--- src/rtl/weight_pingpong_buffer.sv ---
// Two-bank ping-pong holding buffer for transformed weight tile pairs.
// A write fills bank[wr_ptr]; the PEs read bank[rd_ptr] until it has been reused `limit` times.
module weight_pingpong_buffer #(
  parameter int DATA_W = 12,
  parameter int TILE   = 6,
  parameter int CNT_W  = 8
) (
  input  logic                                     clk,
  input  logic                                     reset,
  input  logic                                     in_valid_i,
  output logic                                     in_ready_o,
  input  logic [TILE-1:0][TILE-1:0][DATA_W-1:0]    in_tile_1_i,
  input  logic [TILE-1:0][TILE-1:0][DATA_W-1:0]    in_tile_2_i,
  input  logic [7:0]                               in_od1_i,
  input  logic [7:0]                               in_od2_i,
  input  logic [CNT_W-1:0]                         reuse_cnt_i,
  output logic                                     out_valid_o,
  input  logic                                     out_ready_i,
  output logic [TILE-1:0][TILE-1:0][DATA_W-1:0]    out_tile_1_o,
  output logic [TILE-1:0][TILE-1:0][DATA_W-1:0]    out_tile_2_o,
  output logic [7:0]                               out_od1_o,
  output logic [7:0]                               out_od2_o,
  output logic                                     out_last_o,
  output logic [1:0]                               occupancy_o
);

  typedef logic [TILE-1:0][TILE-1:0][DATA_W-1:0] tile_t;

  tile_t            tile1_r [2];
  tile_t            tile2_r [2];
  logic [7:0]       od1_r   [2];
  logic [7:0]       od2_r   [2];
  logic [CNT_W-1:0] limit_r [2];
  logic [CNT_W-1:0] used_r  [2];
  logic [1:0]       full_r;
  logic             wr_ptr_r;
  logic             rd_ptr_r;
  logic             in_ready_r;

  logic             fire_wr_s;
  logic             fire_rd_s;
  logic             last_s;
  logic             release_s;
  logic             wr_ptr_next_s;
  logic [1:0]       full_next_s;
  logic [CNT_W-1:0] limit_in_s;

  assign fire_wr_s     = in_valid_i && in_ready_r;
  assign last_s        = full_r[rd_ptr_r] && (used_r[rd_ptr_r] == (limit_r[rd_ptr_r] - CNT_W'(1)));
  assign fire_rd_s     = full_r[rd_ptr_r] && out_ready_i;
  assign release_s     = fire_rd_s && last_s;
  assign wr_ptr_next_s = wr_ptr_r ^ fire_wr_s;
  assign limit_in_s    = (reuse_cnt_i == '0) ? CNT_W'(1) : reuse_cnt_i;

  // Next bank-full flags; a write and a release never target the same bank.
  always_comb begin
    full_next_s = full_r;
    for (int b = 0; b < 2; b++) begin
      if (fire_wr_s && (wr_ptr_r == 1'(b))) begin
        full_next_s[b] = 1'b1;
      end else if (release_s && (rd_ptr_r == 1'(b))) begin
        full_next_s[b] = 1'b0;
      end else begin
        full_next_s[b] = full_r[b];
      end
    end
  end

  // Bank payload storage and per-bank reuse counters.
  always_ff @(posedge clk or negedge reset) begin
    if (!reset) begin
      for (int b = 0; b < 2; b++) begin
        tile1_r[b] <= '0;
        tile2_r[b] <= '0;
        od1_r[b]   <= 8'd0;
        od2_r[b]   <= 8'd0;
        limit_r[b] <= '0;
        used_r[b]  <= '0;
      end
    end else begin
      if (fire_wr_s) begin
        tile1_r[wr_ptr_r] <= in_tile_1_i;
        tile2_r[wr_ptr_r] <= in_tile_2_i;
        od1_r[wr_ptr_r]   <= in_od1_i;
        od2_r[wr_ptr_r]   <= in_od2_i;
        limit_r[wr_ptr_r] <= limit_in_s;
        used_r[wr_ptr_r]  <= '0;
      end
      if (fire_rd_s) begin
        used_r[rd_ptr_r] <= release_s ? '0 : (used_r[rd_ptr_r] + CNT_W'(1));
      end
    end
  end

  // Control state; in_ready is precomputed from next state so a freed bank is writable next cycle.
  always_ff @(posedge clk or negedge reset) begin
    if (!reset) begin
      full_r     <= 2'b00;
      wr_ptr_r   <= 1'b0;
      rd_ptr_r   <= 1'b0;
      in_ready_r <= 1'b0;
    end else begin
      full_r     <= full_next_s;
      wr_ptr_r   <= wr_ptr_next_s;
      rd_ptr_r   <= rd_ptr_r ^ release_s;
      in_ready_r <= ~full_next_s[wr_ptr_next_s];
    end
  end

  assign in_ready_o   = in_ready_r;
  assign out_valid_o  = full_r[rd_ptr_r];
  assign out_last_o   = last_s;
  assign out_tile_1_o = tile1_r[rd_ptr_r];
  assign out_tile_2_o = tile2_r[rd_ptr_r];
  assign out_od1_o    = od1_r[rd_ptr_r];
  assign out_od2_o    = od2_r[rd_ptr_r];
  assign occupancy_o  = {1'b0, full_r[0]} + {1'b0, full_r[1]};

endmodule

--- config.mk ---
export PLATFORM = sky130hd
export DESIGN_NAME = weight_pingpong_buffer
export DESIGN_NICKNAME = d
export VERILOG_FILES = /design/src/rtl/weight_pingpong_buffer.sv
export SDC_FILE = /design/constraint.sdc
export NUM_CORES = 2
export LEC_CHECK = 0
export BUFFER_PORTS_ARGS = -buffer_cell sky130_fd_sc_hd__buf_2
export CAP_MARGIN = 25
export CORE_AREA = 2 2 686 688
export CTS_CLUSTER_SIZE = 40
export DETAILED_ROUTE_END_ITERATION = 6
export DIE_AREA = 0 0 688 690
export GPL_TIMING_DRIVEN = 0
export PLACE_DENSITY = 0.41
export SYNTH_ARGS = -nofsm -noshare
export SYNTH_HDL_FRONTEND = slang
export SYNTH_SLANG_ARGS = --single-unit
--- constraint.sdc ---
create_clock -name clk -period 4.4 [get_ports clk]
set_input_delay 0.22 -clock clk [delete_from_list [all_inputs] [get_ports clk]]
set_output_delay 0.22 -clock clk [all_outputs]
set_load 0.02 [all_outputs]
==> results.sh <==
export IMPL_outcome="finished, final reports clean"
export IMPL_cts_sinks=1797
export IMPL_synth_warnings=0
export IMPL_first_pass_iters=5
export IMPL_synth_area_leaders="dfrtp_1, mux2_2, clkbuf_1"
export IMPL_placed_cell_area_um2=95000
export IMPL_cp_slowest_cell="or4b_4"
export IMPL_power_density_nw_per_um2=779
export IMPL_setup_viol=0
export IMPL_nets=8969
export IMPL_synth_flop_cell="dfrtp_1"
export IMPL_hold_violations=0
export IMPL_cts_root_buf="clkbuf_16"
export IMPL_slew_violations=0
export IMPL_synth_area_um2=77100
export IMPL_routed_via_density=3.90
export IMPL_period_share_pct=95.5
export IMPL_p_sw_mw=36.1
export IMPL_synth_top_cells_by_count="mux2_2, dfrtp_1, clkbuf_1, nand2_1, mux2i_1"
export IMPL_drt_wl_total_mm=416
export IMPL_ys_ff_latch=1797
export IMPL_drtIter0Drc=2636
export IMPL_cp_max_fo=12
export IMPL_worstPathArrival_ps=3980
export IMPL_dpl_hpwl_mm=343
export IMPL_antenna_found_initial=198
export IMPL_start_util_pct=16.5
export IMPL_synth_top_area_share_pct=58.3
export IMPL_clock_power_share_pct=21.7
export IMPL_synth_async_reset_ratio_pct=100
export IMPL_vias=56523
export IMPL_die_w_um=688
export IMPL_place_congestion=0.869
export IMPL_ios=1777
export IMPL_crit_chain="buf_6, buf_8, buf_12, buf_16, mux2i_2, ha_1, xor2_1, and4_1, a41oi_1, or4b_4, nor3_4, buf_6, buf_8"
export IMPL_p_int_mw=52.7
export IMPL_clk_path_buf_depth=4
export IMPL_cp_end_kind="output pin"
export IMPL_synthCells=4909
export IMPL_worstPathRequired_ps=4180
export IMPL_p_seq_share_pct=32.5
export IMPL_postRouteAntennaNets=0
export IMPL_worstHoldPathType="in2reg"
export IMPL_pwr_share_comb_pct=45.8
export IMPL_max_freq_ghz=0.238
export IMPL_critPathTopFamily="simple AND/OR/NAND/NOR gates"
export IMPL_tightest_slew_ps=1100
export IMPL_final_area_um2=114000
export IMPL_max_slew_margin_pct=26.5
export IMPL_fp_dieArea_um2=475000
export IMPL_tritoncts="yes"
export IMPL_yosysTopAreaCell="dfrtp_1"
export IMPL_grt_use_total_pct=16.9
export IMPL_synth_fp_nets=5808
export IMPL_min_period_ps=4200
export IMPL_clkSlewWorstSetupHoldPaths_ps=60
export IMPL_core_area_um2=467000
export IMPL_tritoncts_num_buffers=226
export IMPL_vdd_drop_max_mv=0.516
export IMPL_max_cap_violations=0
export IMPL_die_y_um=690
export IMPL_route_detailed_drc=0
export IMPL_grt_remaining_overflow=0
export IMPL_layout_drive_gt1_share_pct=59.7
export IMPL_drt_wirelength_per_cell_um=28.7
export IMPL_grt_pass1_vias=61396
export IMPL_finalClockSkew_ps=79.1
export IMPL_p_sw_share_pct=40.6
export IMPL_portBuffers=1776
export IMPL_worst_setup_path_type="reg2out"
export IMPL_crit_path_start_kind="flop"
export IMPL_rows=251
export IMPL_rsz0062_at_grt="no"
export IMPL_grt_max_degree=175
export IMPL_synth_cell_types=39
export IMPL_synth_edf_count=0
export IMPL_slowest_delay_ps=620
export IMPL_path_buf_inv=6
export IMPL_leakagePower_nw=49.6
export IMPL_yosysMostFrequentCell="mux2_2"
export IMPL_syn_avg_cell_area_um2=15.7
export IMPL_clk_latency_ps=940
export IMPL_ys_seq_area_share_pct=58.3
export IMPL_syn2layout_area_growth_pct=47.9
export IMPL_grt_pass1_wl_mm=551
export IMPL_hold_slack_ps=87.0
export IMPL_htreeDepth=4
## cell usage in the layout (no fill, tap or decap), types with 4 or more instances in the layout
cell,Yosys,routed
a21oi_1,6,6
buf_12,0,17
buf_16,0,30
buf_2,7,1779
buf_4,0,14
buf_6,2,5
buf_8,0,25
bufinv_16,0,18
clkbuf_1,289,305
clkbuf_16,0,229
clkbuf_2,0,42
clkbuf_8,0,50
clkinv_16,0,5
clkinv_2,0,29
clkinvlp_4,0,6
dfrtp_1,1797,1797
diode_2,0,65
dlygate4sd3_1,0,1074
ha_1,7,7
inv_1,7,7
mux2_2,2657,2657
mux2i_1,15,13
nand2_1,27,27
nand3_1,4,4
nor2_1,5,5
nor3_1,4,4
o21ai_0,7,7
o21ai_1,10,10
o31ai_1,4,4
xnor2_1,13,13
xor2_1,13,13
## routing by layer
| layer | wire length [um] | GRT usage, % | vias to the layer above |
|---|---|---|---|
| met5 | 229 | 0 | - |
| met2 | 193000 | 27.8 | 1925 |
| met1 | 175000 | 21.1 | 29875 |
| met3 | 33200 | 5.24 | 580 |
| li1 | - | - | 24109 |
| met4 | 14900 | 5.21 | 34 |
## flip-flops by register name, indices dropped and copies added, names as in the netlist, 2 cells and up
| name | cells |
|---|---|
| limit_r | 16 |
| used_r | 16 |
| full_r | 2 |
| od1_r | 16 |
| od2_r | 16 |
| tile1_r | 864 |
| tile2_r | 864 |
## worst min-delay path: cells and delay by family
family,cells,cell delay [ps]
buffers and inverters,2,650
muxes,1,130
## cell families after synthesis
family	count (synthesis)	synth area share, %
compound gates	37	0.287
xor+xnor	26	0.295
fa+ha+maj	7	0.114
buf+inv	309	1.54
flops	1797	58.3
mux	2672	39.0
simple gates	61	0.453
## power by group through the flow
stage / logic (mW) / clock network [mW] / registers, mW
floorplan: 22.7 / 0 / 27.6
global placement: 39.6 / 0 / 28.8
detailed placement: 40.3 / 0 / 29.0
CTS: 41.5 / 19.8 / 28.8
global route: 42.9 / 20.5 / 29.8
finish: 40.7 / 19.2 / 28.9
## metrics by stage
stage          setup TNS, ps  util [%]  instances  setup WS [ps]  total power [mW]
2_1_floorplan              0         -       4909            451              50.4
3_3_place_gp               -      20.1      12883         -38490              68.3
3_5_place_dp          -79690      20.4      12942           -698              69.3
4_1_cts                 -219      24.3      14429           -219              90.1
5_1_grt                    0      24.4      14481           12.6              93.2
6_report                   0      24.4      14511            198              88.8
## what timing repair did
item                                    in CTS  in global routing
gates cloned                                 0                  2
hold buffers                              1082                  4
pin swaps                                    2                  3
gates resized for setup                     36                  2
buffers inserted                             1                 12
endpoints found under the hold margin     2119                 36
endpoints found under the setup margin     613                163
## worst paths after layout
check | from | endpoint | slack, ps | cells after the start
worst max-delay path | rd_ptr_r | out_last_o | 200 | 13
worst min-delay path | in_tile_1_i[378] | tile1_r[378] | 90 | 3
worst max register to register | rd_ptr_r | in_ready_o | 630 | 18
worst min register to register | tile1_r[496] | tile1_r[496] | 500 | 1
max in group asynchronous | reset | tile2_r[97] | 660 | 12
min in group asynchronous | reset | tile1_r[267] | 610 | 9
## cell type report
cell class                 count  area (um^2)
sequential                  1797        45000
antenna                       65          163
clock inverter                68          997
fill                       49355       353000
clock buffer                 338         6600
inverter                       7         26.3
multi-input combinational   2803        31000
timing repair buffer        2936        21300
buffer                       299         1230
tap                         6198         7750
Power figures use the tool's default switching activity.
